--- src/rtl/fft_input_loader_if.sv ---
// Stream-in / frame-out bundle for the 32-point FFT input loader.
// The slave modport is the loader's view; master is the upstream/downstream view.
interface fft_input_loader_if #(
    parameter int p_inputBits = 9,
    parameter int p_points    = 32
);
    logic [p_inputBits-1:0]          i_sample;
    logic                            i_valid;
    logic                            o_ready;
    logic                            i_flush;
    logic [p_points*p_inputBits-1:0] o_frame;
    logic                            o_frameValid;
    logic                            i_frameAck;
    logic [4:0]                      o_fillCount;

    modport slave (
        input  i_sample, i_valid, i_flush, i_frameAck,
        output o_ready, o_frame, o_frameValid, o_fillCount
    );

    modport master (
        output i_sample, i_valid, i_flush, i_frameAck,
        input  o_ready, o_frame, o_frameValid, o_fillCount
    );
endinterface

--- src/rtl/fft_input_loader.sv ---
// Serial-to-parallel FFT front end: samples land bit-reversed in a ping-pong
// pair of frame registers; the read bank is presented whole to stage 0.
module fft_input_loader #(
    parameter int p_inputBits = 9,
    parameter int p_points    = 32
) (
    input logic              CLK,
    input logic              RST,
    fft_input_loader_if.slave bus
);
    localparam int FRAME_W = p_points * p_inputBits;

    logic [FRAME_W-1:0] bank_q [2];
    logic [1:0]         full_q, full_d;
    logic               wr_bank_q, wr_bank_d;
    logic               rd_bank_q, rd_bank_d;
    logic [4:0]         wr_cnt_q, wr_cnt_d;
    logic               accept, complete, ack;
    logic [4:0]         wr_idx;

    function automatic logic [4:0] bitrev5(input logic [4:0] n);
        return {n[0], n[1], n[2], n[3], n[4]};
    endfunction

    // Flush wins over accept, so a sample presented with flush is dropped.
    assign accept   = bus.i_valid && !full_q[wr_bank_q] && !bus.i_flush;
    assign complete = accept && (wr_cnt_q == 5'd31);
    assign ack      = bus.i_frameAck && full_q[rd_bank_q];
    assign wr_idx   = bitrev5(wr_cnt_q);

    always_comb begin
        full_d    = full_q;
        wr_bank_d = wr_bank_q;
        rd_bank_d = rd_bank_q;
        wr_cnt_d  = wr_cnt_q;
        if (bus.i_flush) begin
            wr_cnt_d = 5'd0;
        end else if (accept) begin
            wr_cnt_d = wr_cnt_q + 5'd1;
        end
        // Completion and ack always target different banks, so both may apply.
        if (complete) begin
            full_d[wr_bank_q] = 1'b1;
            wr_bank_d         = ~wr_bank_q;
        end
        if (ack) begin
            full_d[rd_bank_q] = 1'b0;
            rd_bank_d         = ~rd_bank_q;
        end
    end

    always_ff @(posedge CLK or posedge RST) begin
        if (RST) begin
            bank_q[0] <= '0;
            bank_q[1] <= '0;
            full_q    <= 2'b00;
            wr_bank_q <= 1'b0;
            rd_bank_q <= 1'b0;
            wr_cnt_q  <= 5'd0;
        end else begin
            if (accept) begin
                bank_q[wr_bank_q][wr_idx*p_inputBits +: p_inputBits] <= bus.i_sample;
            end
            full_q    <= full_d;
            wr_bank_q <= wr_bank_d;
            rd_bank_q <= rd_bank_d;
            wr_cnt_q  <= wr_cnt_d;
        end
    end

    assign bus.o_ready      = !full_q[wr_bank_q];
    assign bus.o_frameValid = full_q[rd_bank_q];
    assign bus.o_frame      = bank_q[rd_bank_q];
    assign bus.o_fillCount  = wr_cnt_q;
endmodule

--- src/flat_wrapper.sv ---
// flat-port wrapper written by rule: the top's interface ports become plain ports
module fft_input_loader_flat 
#(
    parameter int p_inputBits = 9,
    parameter int p_points    = 32
)
  (CLK, RST, bus_i_sample, bus_i_valid, bus_i_flush, bus_i_frameAck, bus_o_ready, bus_o_frame, bus_o_frameValid, bus_o_fillCount);
  fft_input_loader_if #(.p_inputBits(p_inputBits), .p_points(p_points)) bus_i ();
  input logic CLK;
  input logic RST;
  input wire logic [$bits(bus_i.i_sample)-1:0] bus_i_sample;
  input wire logic [$bits(bus_i.i_valid)-1:0] bus_i_valid;
  input wire logic [$bits(bus_i.i_flush)-1:0] bus_i_flush;
  input wire logic [$bits(bus_i.i_frameAck)-1:0] bus_i_frameAck;
  output wire logic [$bits(bus_i.o_ready)-1:0] bus_o_ready;
  output wire logic [$bits(bus_i.o_frame)-1:0] bus_o_frame;
  output wire logic [$bits(bus_i.o_frameValid)-1:0] bus_o_frameValid;
  output wire logic [$bits(bus_i.o_fillCount)-1:0] bus_o_fillCount;
  assign bus_i.i_sample = bus_i_sample;
  assign bus_i.i_valid = bus_i_valid;
  assign bus_i.i_flush = bus_i_flush;
  assign bus_i.i_frameAck = bus_i_frameAck;
  assign bus_o_ready = bus_i.o_ready;
  assign bus_o_frame = bus_i.o_frame;
  assign bus_o_frameValid = bus_i.o_frameValid;
  assign bus_o_fillCount = bus_i.o_fillCount;
  fft_input_loader #(.p_inputBits(p_inputBits), .p_points(p_points)) u_core (.CLK(CLK), .RST(RST), .bus(bus_i));
endmodule
--- config.mk ---
export PLATFORM = sky130hd
export DESIGN_NAME = fft_input_loader_flat
export DESIGN_NICKNAME = d
export VERILOG_FILES = /design/src/rtl/fft_input_loader_if.sv /design/src/rtl/fft_input_loader.sv /design/src/flat_wrapper.sv
export SDC_FILE = /design/constraint.sdc
export NUM_CORES = 1
export LEC_CHECK = 0
export CORE_ASPECT_RATIO = 1.1
export CORE_MARGIN = 4
export CORE_UTILIZATION = 57
export DETAILED_ROUTE_END_ITERATION = 16
export HOLD_SLACK_MARGIN = 0.02
export PLACE_DENSITY = 0.85
export SETUP_SLACK_MARGIN = 0.3
export SYNTH_ARGS = -nofsm -noshare
export SYNTH_HDL_FRONTEND = slang
export SYNTH_SLANG_ARGS = --single-unit
--- constraint.sdc ---
create_clock -name CLK -period 29.1 [get_ports CLK]
set_clock_uncertainty 0.1 [all_clocks]
set_input_delay 5.82 -clock CLK [delete_from_list [all_inputs] [get_ports CLK]]
set_output_delay 5.82 -clock CLK [all_outputs]
set_load 0.005 [all_outputs]
# Word-level counts from Yosys, hierarchy flattened

Cells that the tools add are included.

Multipliers: 1
Bitwise operators: 7
Reduce and logical (&&, ||, !) cells: 10
Magnitude comparators: 7
Multiplexer cells: 18
Shifts and indexed selects: 2
Add/subtract/negate cells: 2
Eq/ne operators: 1

Operator list:

| operator                   | number |
|---|---|
| $mux W288                  | 4 |
| $bwmux W576                | 1 |
| $demux W288 S1             | 1 |
| $shift A9 B34 Y288 const A | 1 |
| $shiftx A9 B34 Y288        | 1 |
| $neg A9 Y34                | 1 |
| $mux W5                    | 2 |
| $mul A5 B4 Y9 const B      | 1 |
| $logic_and A1 B1 Y1        | 7 |
| $mux W1                    | 6 |
| $add A5 B1 Y5 const B      | 1 |
| $eq A5 B5 Y1 const B       | 1 |
| $ge A2 B2 Y1 const B       | 2 |
| $lt A1 B2 Y1 const B       | 2 |
| $mux W2                    | 2 |
| $not A1 Y2                 | 2 |
| $and A2 B2 Y2              | 1 |
| $demux W1 S1               | 2 |
| $ge A1 B1 Y1 const B       | 2 |
| $logic_not A1 Y1           | 2 |
| $lt A2 B1 Y1 const B       | 1 |
| $not A1 Y1                 | 2 |
| $not A2 Y2                 | 1 |
| $or A2 B2 Y2               | 1 |
| $reduce_bool A2 Y1         | 1 |

Word-level logic and storage cells: 54
Output and inout bits: 295
Bits of input ports: 14
Register bits after elaboration: 585

# Longest topological paths before layout

Gate-level depths: netlist (run 1).

Word-level depth: 9
Mapped depth: 11
Depth with buffers taken out: 7

# Least setup slack after synthesis (run 1)

No wires, ideal clock.

Kind: input to register
Start: input port bus_i_flush
End: register u_core.bank_q[18] (netlist bit)
Setup slack: 21.321 ns
Arrival time: 7.554 ns
Data required time: 28.875 ns
Buffers on the path: 2
Library setup time: 0.125 ns
Cell stages on the path: 6
Path through: clkbuf_1 > nor4bb_1 > clkbuf_1 > nand3_1 > a21oi_2 > mux2_2

Longest elaborated chain between the ends: 2

RTL lines:

| element                        | line                   | source |
|---|---|---|
| start: declaration             | flat_wrapper.sv:13     | `input wire logic [$bits(bus_i.i_flush)-1:0] bus_i_flush;` |
| $logic_not A1 Y1               | fft_input_loader.sv:26 | `assign accept = bus.i_valid && !full_q[wr_bank_q] && !bus.i_flush;` |
| $logic_and A1 B1 Y1            | fft_input_loader.sv:26 |  |
| end signal: indexed assignment | fft_input_loader.sv:62 | `bank_q[wr_bank_q][wr_idx*p_inputBits +: p_inputBits] <= bus.i_sample;` |
| end: declaration               | fft_input_loader.sv:13 | `logic [FRAME_W-1:0] bank_q [2];` |

No other way between the ends.
A chain may end at the register's enable or synchronous reset.

# Worst setup path after layout (run 1)

Start: register u_core.rd_bank_q
End: output port bus_o_frame[273]

Longest elaborated chain between the ends: 4

RTL lines:

| element                                      | line                   | source |
|---|---|---|
| start: declaration                           | fft_input_loader.sv:16 | `logic rd_bank_q, rd_bank_d;` |
| start signal: assignment                     | fft_input_loader.sv:66 | `rd_bank_q <= rd_bank_d;` |
| $not A1 Y2 (implied by the code)             | fft_input_loader.sv:73 | `assign bus.o_frame = bank_q[rd_bank_q];` |
| $mux W288 (implied by the code) (3 in a row) | fft_input_loader.sv:73 |  |
| end: declaration                             | flat_wrapper.sv:16     | `output wire logic [$bits(bus_i.o_frame)-1:0] bus_o_frame;` |

No other way between the ends. The select of a mux whose other input is x is not followed.

==> results of run 1 <==
worst register-to-register path, cell delays in order (launching register included):
cell and delay (ns):
dfrtp_1 0.58, inv_1 0.17, ha_1 0.55, or3b_1 0.45
a311oi_4 1.02, o21bai_1 0.62, mux2_1 0.48
path summary, 6_finish.rpt:
kind,end,from,cells past startpoint
hold / removal,u_core.bank_q[206]$_DFFE_PP0P_,u_core.bank_q[206]$_DFFE_PP0P_,1
setup reg to reg,u_core.bank_q[153]$_DFFE_PP0P_,u_core.bus.o_fillCount[4]$_DFFE_PP0P_,6
setup / recovery,bus_o_frame[273],u_core.rd_bank_q$_DFFE_PP0P_,4
min in group asynchronous,u_core.bank_q[203]$_DFFE_PP0P_,RST,2
hold reg to reg,u_core.bank_q[206]$_DFFE_PP0P_,u_core.bank_q[206]$_DFFE_PP0P_,1
max in group asynchronous,u_core.bank_q[363]$_DFFE_PP0P_,RST,6
cell families after synthesis:
kind of cell | after synthesis | synth area share, %
fa+ha+maj | 7 | 0.3206
buf+inv | 148 | 2.317
simple gates | 247 | 5.240
xor+xnor | 8 | 0.3115
compound gates | 113 | 3.522
mux | 842 | 34.70
flops | 585 | 53.59
flip-flops by register name, indices dropped and copies added (netlist names):
signal,cells
u_core.bank_q,576
u_core.bus.o_fillCount,5
u_core.full_q,2
u_core.rd_bank_q,1
u_core.wr_bank_q,1
power by group through the flow:
stage	clock, mW	combinational, mW	sequential (mW)
final	0.737	0.125	0.839
after global routing	0.780	0.136	0.841
after CTS	0.747	0.127	0.839
after detailed placement	0	0.125	0.854
after global placement	0	0.123	0.852
after floorplan	0	0.0656	0.851
per-stage QoR:
step           std cells  util, %  hold WS [ns]  area (um^2)  total power [mW]
2_1_floorplan       1950        -        0.3585        27320            0.9170
3_3_place_gp        2775    65.47        0.3688        30800            0.9756
3_5_place_dp        2775    65.47        0.3766        30800            0.9793
4_1_cts             2874    69.44        0.3896        32670             1.713
5_1_grt             2874    69.44        0.4095        32670             1.757
6_report            2874    69.44        0.3874        32670             1.702
metal layers:
layer	part of all wire, %	track usage [%]	vias up
met5	0	0	-
met4	3.4	9.738	0
met3	6.3	5.830	150
met2	49	46.50	511
met1	41	35.50	9012
li1	-	-	7520
cell type report:
class	instances	area [um^2]	share of cell area, %
clock inverter	16	191.4	0.5861
clock buffer	83	1674	5.125
sequential	585	14640	44.83
inverter	6	30.03	0.09193
tap	637	797.0	2.440
multi-input combinational	1217	12130	37.12
timing repair buffer	330	3203	9.806
cells in the final DEF (no fill, tap or decap), drive strengths merged, types with 2 or more instances in the layout:
| cell type | Yosys | routed |
|---|---|---|
| mux2 | 841 | 841 |
| dfrtp | 585 | 585 |
| clkdlybuf4s50 | 0 | 299 |
| clkbuf | 103 | 83 |
| nor2 | 64 | 64 |
| and3 | 57 | 57 |
| nand3 | 42 | 42 |
| o21ai | 39 | 39 |
| buf | 39 | 31 |
| a21oi | 29 | 29 |
| and4 | 18 | 18 |
| and2 | 13 | 13 |
| o31ai | 13 | 13 |
| nand4 | 12 | 12 |
| o21bai | 12 | 12 |
| nand2 | 10 | 10 |
| clkinv | 0 | 9 |
| or2 | 9 | 9 |
| inv | 6 | 9 |
| ha | 7 | 7 |
| nor3 | 6 | 6 |
| nor2b | 6 | 6 |
| a211oi | 5 | 5 |
| xnor2 | 5 | 5 |
| a211o | 4 | 4 |
| o211ai | 4 | 4 |
| bufinv | 0 | 4 |
| nand2b | 3 | 3 |
| xor2 | 3 | 3 |
| o21a | 2 | 2 |
| or3 | 2 | 2 |
==> results.py, run 1 <==
metrics = {
    "run_status": {
        "outcome": "completed",
    },
    "worst_setup_path": {
        "crit_path_cell_trace": "buf_4 > buf_4 > mux2_2 > clkdlybuf4s50_1",
        "cp.required_ns": 23.18,
        "critPathKind": "reg -> out",
        "rrSetupSlack_ns": 25.01,
        "cp_slowest_cell": "buf_4",
        "end_kind": "primary output",
        "critical_path.top_delay_family": "buffers and inverters",
        "worstPathMaxFanout": 89,
        "worstPathArrival_ns": 4.62,
        "crit_top_cell": "buf_4",
        "timing.critical_path.slowest_cell_delay_ns": 1.08,
        "crit_buf_inv": 3,
        "start_kind": "flip-flop",
    },
    "clock_tree": {
        "cts_buffers": 56,
        "cts_hold_buf": 0,
        "cts_resized": 0,
        "tritoncts": "yes",
        "clockRootBuffer": "clkbuf_16",
        "h-tree-depth": 2,
        "clk_pin_slew_ns": 0.06,
        "clk_path_buf_depth": 3,
        "post_cts_buffers": 0,
        "clk_latency_ns": 0.59,
        "cts_num_sinks": 585,
    },
    "final_layout": {
        "synthToLayoutAreaGrowth_pct": 19.57,
        "fin_nets": 2217,
        "antenna_cells": 0,
        "layout-drive-gt1-share_pct": 45.51,
        "nFillCells": 3183,
    },
    "yosys": {
        "synth_warnings": 0,
        "yosys.cell_types.count": 53,
        "synth-seq-cells": 585,
        "ys_seq_area_share_pct": 53.59,
        "synthTopCellsByCount": "835 x mux2_2, 585 x dfrtp_1, 99 x clkbuf_1",
        "synth_nets": 1971,
        "yosysTopAreaCell": "dfrtp_1",
        "synthCells": 1950,
        "synth_top_area_share_pct": 53.59,
        "avgSynthCellArea_um2": 14.01,
        "synth_top_cells_by_area": "dfrtp_1 54%, mux2_2 34%, clkbuf_1 1.4%",
        "synth-edff-count": 0,
        "async_flop_share_pct": 100.0,
        "synth_flop_cell": "dfrtp_1",
        "yosysMostFrequentCell": "mux2_2",
        "syn_area_mm2": 0.02732,
    },
    "routing": {
        "drc": 0,
        "wl_per_cell_um": 24.87,
        "routed_wl_um": 71480,
        "ant_nets": 0,
        "vias_per_cell": 5.982,
        "dr.pass1.iters": 5,
        "drt_iter0_drc": 1084,
        "via_count": 17190,
    },
    "timing": {
        "fmax_mhz": 94.87,
        "hold_viol": 0,
        "setup_violations": 0,
        "slew_viol_final": 0,
        "worstMarginPinSlew_ns": 1.267,
        "rsz0062_at_grt": "false",
        "timing.final.crit_share_pct": 36.22,
        "relSlewSlack_pct": 15.52,
        "fin_ws_ns": 18.56,
        "fin_crit_ns": 10.54,
        "finalSetupTns_ns": 0,
    },
    "floorplanning": {
        "die_width_um": 216.7,
        "coreArea_mm2": 0.04704,
        "dieArea_mm2": 0.05150,
        "num_rows": 83,
        "initial_utilization_pct": 58.07,
        "die_y_um": 237.6,
        "io_pins": 309,
    },
    "power": {
        "leakagePower_nw": 15.84,
        "power_density_mw_per_mm2": 52.10,
        "seq_power_share_pct": 49.3,
        "p_sw_mw": 0.3834,
        "power_frac_comb_pct": 7.4,
        "swShare_pct": 22.53,
        "p_clk_share_pct": 43.3,
        "p_int_mw": 1.318,
        "peakVddDrop_mv": 0.05132,
    },
    "global_routing": {
        "antenna_found_initial": 1,
        "track_usage_pct": 27.53,
        "grt_pass1_wl_um": 110700,
        "grt_pass1_vias": 18700,
        "grt_overflow_total": 0,
        "grt_max_degree": 123,
    },
    "job": {
        "drv_cap": 0,
    },
    "placed_design": {
        "gp_congestion": 0.8084,
        "hpwl_um": 46270,
        "place_ws_ns": 18.30,
        "port_buffers": 308,
    },
    "hold_path": {
        "min_path_type": "reg -> reg",
    },
}
Note: power is estimated with default switching activity, not from simulation.
==> run 2: changes to the inputs <==
--- a/config.mk
+++ b/config.mk
@@ -7,10 +7,10 @@
 export LEC_CHECK = 0
 export CORE_ASPECT_RATIO = 1.1
 export CORE_MARGIN = 4
-export CORE_UTILIZATION = 57
+export CORE_UTILIZATION = 51
 export DETAILED_ROUTE_END_ITERATION = 16
 export HOLD_SLACK_MARGIN = 0.02
-export PLACE_DENSITY = 0.85
+export PLACE_DENSITY = 0.8
 export SETUP_SLACK_MARGIN = 0.3
 export SYNTH_ARGS = -nofsm -noshare
 export SYNTH_HDL_FRONTEND = slang
==> constraint.sdc (replaced) <==
create_clock -name CLK -period 9 [get_ports CLK]
set_clock_uncertainty 0.1 [all_clocks]
set_input_delay 1.8 -clock CLK [delete_from_list [all_inputs] [get_ports CLK]]
set_output_delay 1.8 -clock CLK [all_outputs]
set_load 0.005 [all_outputs]
==> run 2 against run 1 <==
  * Combinational power grew to 3.3 times the previous value
  * Non-clock buffer count grew 1
  * Total power increased to 3.3 times the previous value
  * Via count decreased by 0.22%
  * Die area is 11% higher
  * Cell area grew 0.68%
==> results.py, run 2 (synthesis results as in run 1) <==
metrics = {
    "power": {
        "power_mw": 5.640,
        "power_density_mw_per_mm2": 171.5,
        "leakagePower_nw": 15.91,
        "peakVddDrop_mv": 0.1584,
    },
    "clock_tree": {
        "cts_hold_buf": 0,
        "clk_latency_ns": 0.60,
        "cts_resized": 0,
        "cts_num_sinks": 585,
        "clockRootBuffer": "clkbuf_16",
        "cts_buffers": 57,
        "h-tree-depth": 2,
        "post_cts_buffers": 0,
        "clk_path_buf_depth": 3,
        "clk_pin_slew_ns": 0.06,
        "tritoncts": "yes",
    },
    "run_status": {
        "outcome": "completed",
    },
    "routing": {
        "drt_iter0_drc": 862,
        "ant_nets": 0,
        "wl_per_cell_um": 24.89,
        "vias_per_cell": 5.871,
        "drc": 0,
        "dr.pass1.iters": 5,
        "via_count": 17160,
        "routed_wl_um": 72730,
    },
    "global_routing": {
        "grt_overflow_total": 0,
        "track_usage_pct": 24.92,
        "grt_pass1_vias": 18370,
        "antenna_found_initial": 2,
        "grt_pass1_wl_um": 112200,
        "grt_max_degree": 171,
    },
    "placed_design": {
        "hpwl_um": 46750,
        "gp_congestion": 0.8162,
        "port_buffers": 308,
        "place_ws_ns": 3.617,
    },
    "worst_setup_path": {
        "cp_slowest_cell": "dfrtp_4",
        "timing.critical_path.slowest_cell_delay_ns": 0.99,
        "worstRegToRegCells": 6,
        "cp.required_ns": 7.10,
        "crit_buf_inv": 2,
        "crit_path_cell_trace": "buf_12 > mux2_2 > clkdlybuf4s50_1",
        "critical_path.top_delay_family": "buffers and inverters",
        "critPathKind": "reg -> out",
        "start_kind": "flip-flop",
        "worstPathArrival_ns": 3.57,
        "end_kind": "primary output",
        "r2r_end": "u_core.bank_q[346]$_DFFE_PP0P_",
        "startpoint": "u_core.rd_bank_q$_DFFE_PP0P_",
        "path_depth": 3,
        "rrSetupSlack_ns": 4.54,
        "cp-endpoint": "bus_o_frame[80]",
        "r2r_start": "u_core.bus.o_fillCount[4]$_DFFE_PP0P_",
        "worstPathMaxFanout": 170,
    },
    "final_layout": {
        "mostFrequentLayoutCells": "835 x mux2_2, 584 x dfrtp_1, 299 x clkdlybuf4s50_1, 62 x nor2_1, 59 x clkbuf_16",
        "final_common_cell": "mux2_2",
        "fin_nets": 2219,
        "layout-drive-gt1-share_pct": 45.73,
        "largest_register": "u_core.bank_q",
        "synthToLayoutAreaGrowth_pct": 20.38,
        "largest_register_ffs": 576,
    },
    "timing": {
        "fin_crit_ns": 5.470,
        "slew_viol_final": 0,
        "fmax_mhz": 182.8,
        "rsz0062_at_grt": "false",
        "timing.final.crit_share_pct": 60.78,
        "hold_viol": 0,
        "fin_ws_ns": 3.530,
        "relSlewSlack_pct": 13.94,
        "worstMarginPinSlew_ns": 1.291,
        "setup_violations": 0,
    },
    "floorplanning": {
        "die_width_um": 228.7,
        "io_pins": 309,
        "dieArea_mm2": 0.05734,
        "initial_utilization_pct": 51.80,
        "num_rows": 88,
        "die_y_um": 250.7,
        "coreArea_mm2": 0.05274,
    },
    "hold_path": {
        "min_path_type": "reg -> reg",
    },
    "job": {
        "drv_cap": 0,
    },
}
==> run 2: per-stage QoR <==
step	cell area (um^2)	hold slack [ns]	util [%]	cells	setup TNS [ns]
floorplan	27320	0.3585	-	1950	-510.95
global placement	30890	0.3686	58.57	2814	0
finish	32890	0.3887	62.36	2922	0
detailed placement	30890	0.3788	58.57	2814	0
global route	32890	0.4012	62.36	2922	0
CTS	32880	0.3932	62.35	2921	0
==> run 2: worst min-delay path by stage <==
stage	startpoint	end	slack, ns	cells past startpoint
finish	u_core.bank_q[203]$_DFFE_PP0P_	u_core.bank_q[203]$_DFFE_PP0P_	0.39	1
global placement	u_core.bank_q[205]$_DFFE_PP0P_	u_core.bank_q[205]$_DFFE_PP0P_	0.37	1
floorplan	u_core.bank_q[153]$_DFFE_PP0P_	u_core.bank_q[153]$_DFFE_PP0P_	0.36	1
detailed placement	u_core.bank_q[203]$_DFFE_PP0P_	u_core.bank_q[203]$_DFFE_PP0P_	0.38	1
CTS	u_core.bank_q[203]$_DFFE_PP0P_	u_core.bank_q[203]$_DFFE_PP0P_	0.39	1
global route	u_core.bank_q[203]$_DFFE_PP0P_	u_core.bank_q[203]$_DFFE_PP0P_	0.40	1
==> run 2: routing by layer <==
layer | GRT usage [%] | part of all wire (%) | up-vias | wire length, um
met5 | 0 | 0 | - | 0
met4 | 7.962 | 3.1 | 0 | 2286
met3 | 5.655 | 6.1 | 125 | 4408
met2 | 41.87 | 50 | 468 | 36020
met1 | 32.39 | 41 | 9021 | 30010
li1 | - | - | 7542 | -
==> run 2: layout make-up <==
cell class / instances / area [um^2]
Fill cell: 3884 / 19850
Sequential cell: 585 / 14640
Multi-Input combinational cell: 1217 / 12130
Timing Repair Buffer: 331 / 3248
Clock buffer: 92 / 1810
Tap cell: 675 / 844.6
Clock inverter: 15 / 183.9
Inverter: 6 / 26.28
Antenna cell: 1 / 2.502
==> run 2: worst reg2reg max path, cell delays in order, from the launching register on <==
cell,delay (ns)
dfrtp_1,0.57
inv_1,0.17
ha_1,0.52
xor2_4,1.03
nand3_1,0.80
a21oi_2,0.74
mux2_2,0.41
==> run 2: power by group <==
group / internal (mW) / leakage (nW) / switching (mW)
Clock: 1.48 / 0.985 / 1.03
Combinational: 0.186 / 6.79 / 0.229
Sequential: 2.68 / 8.13 / 0.0306
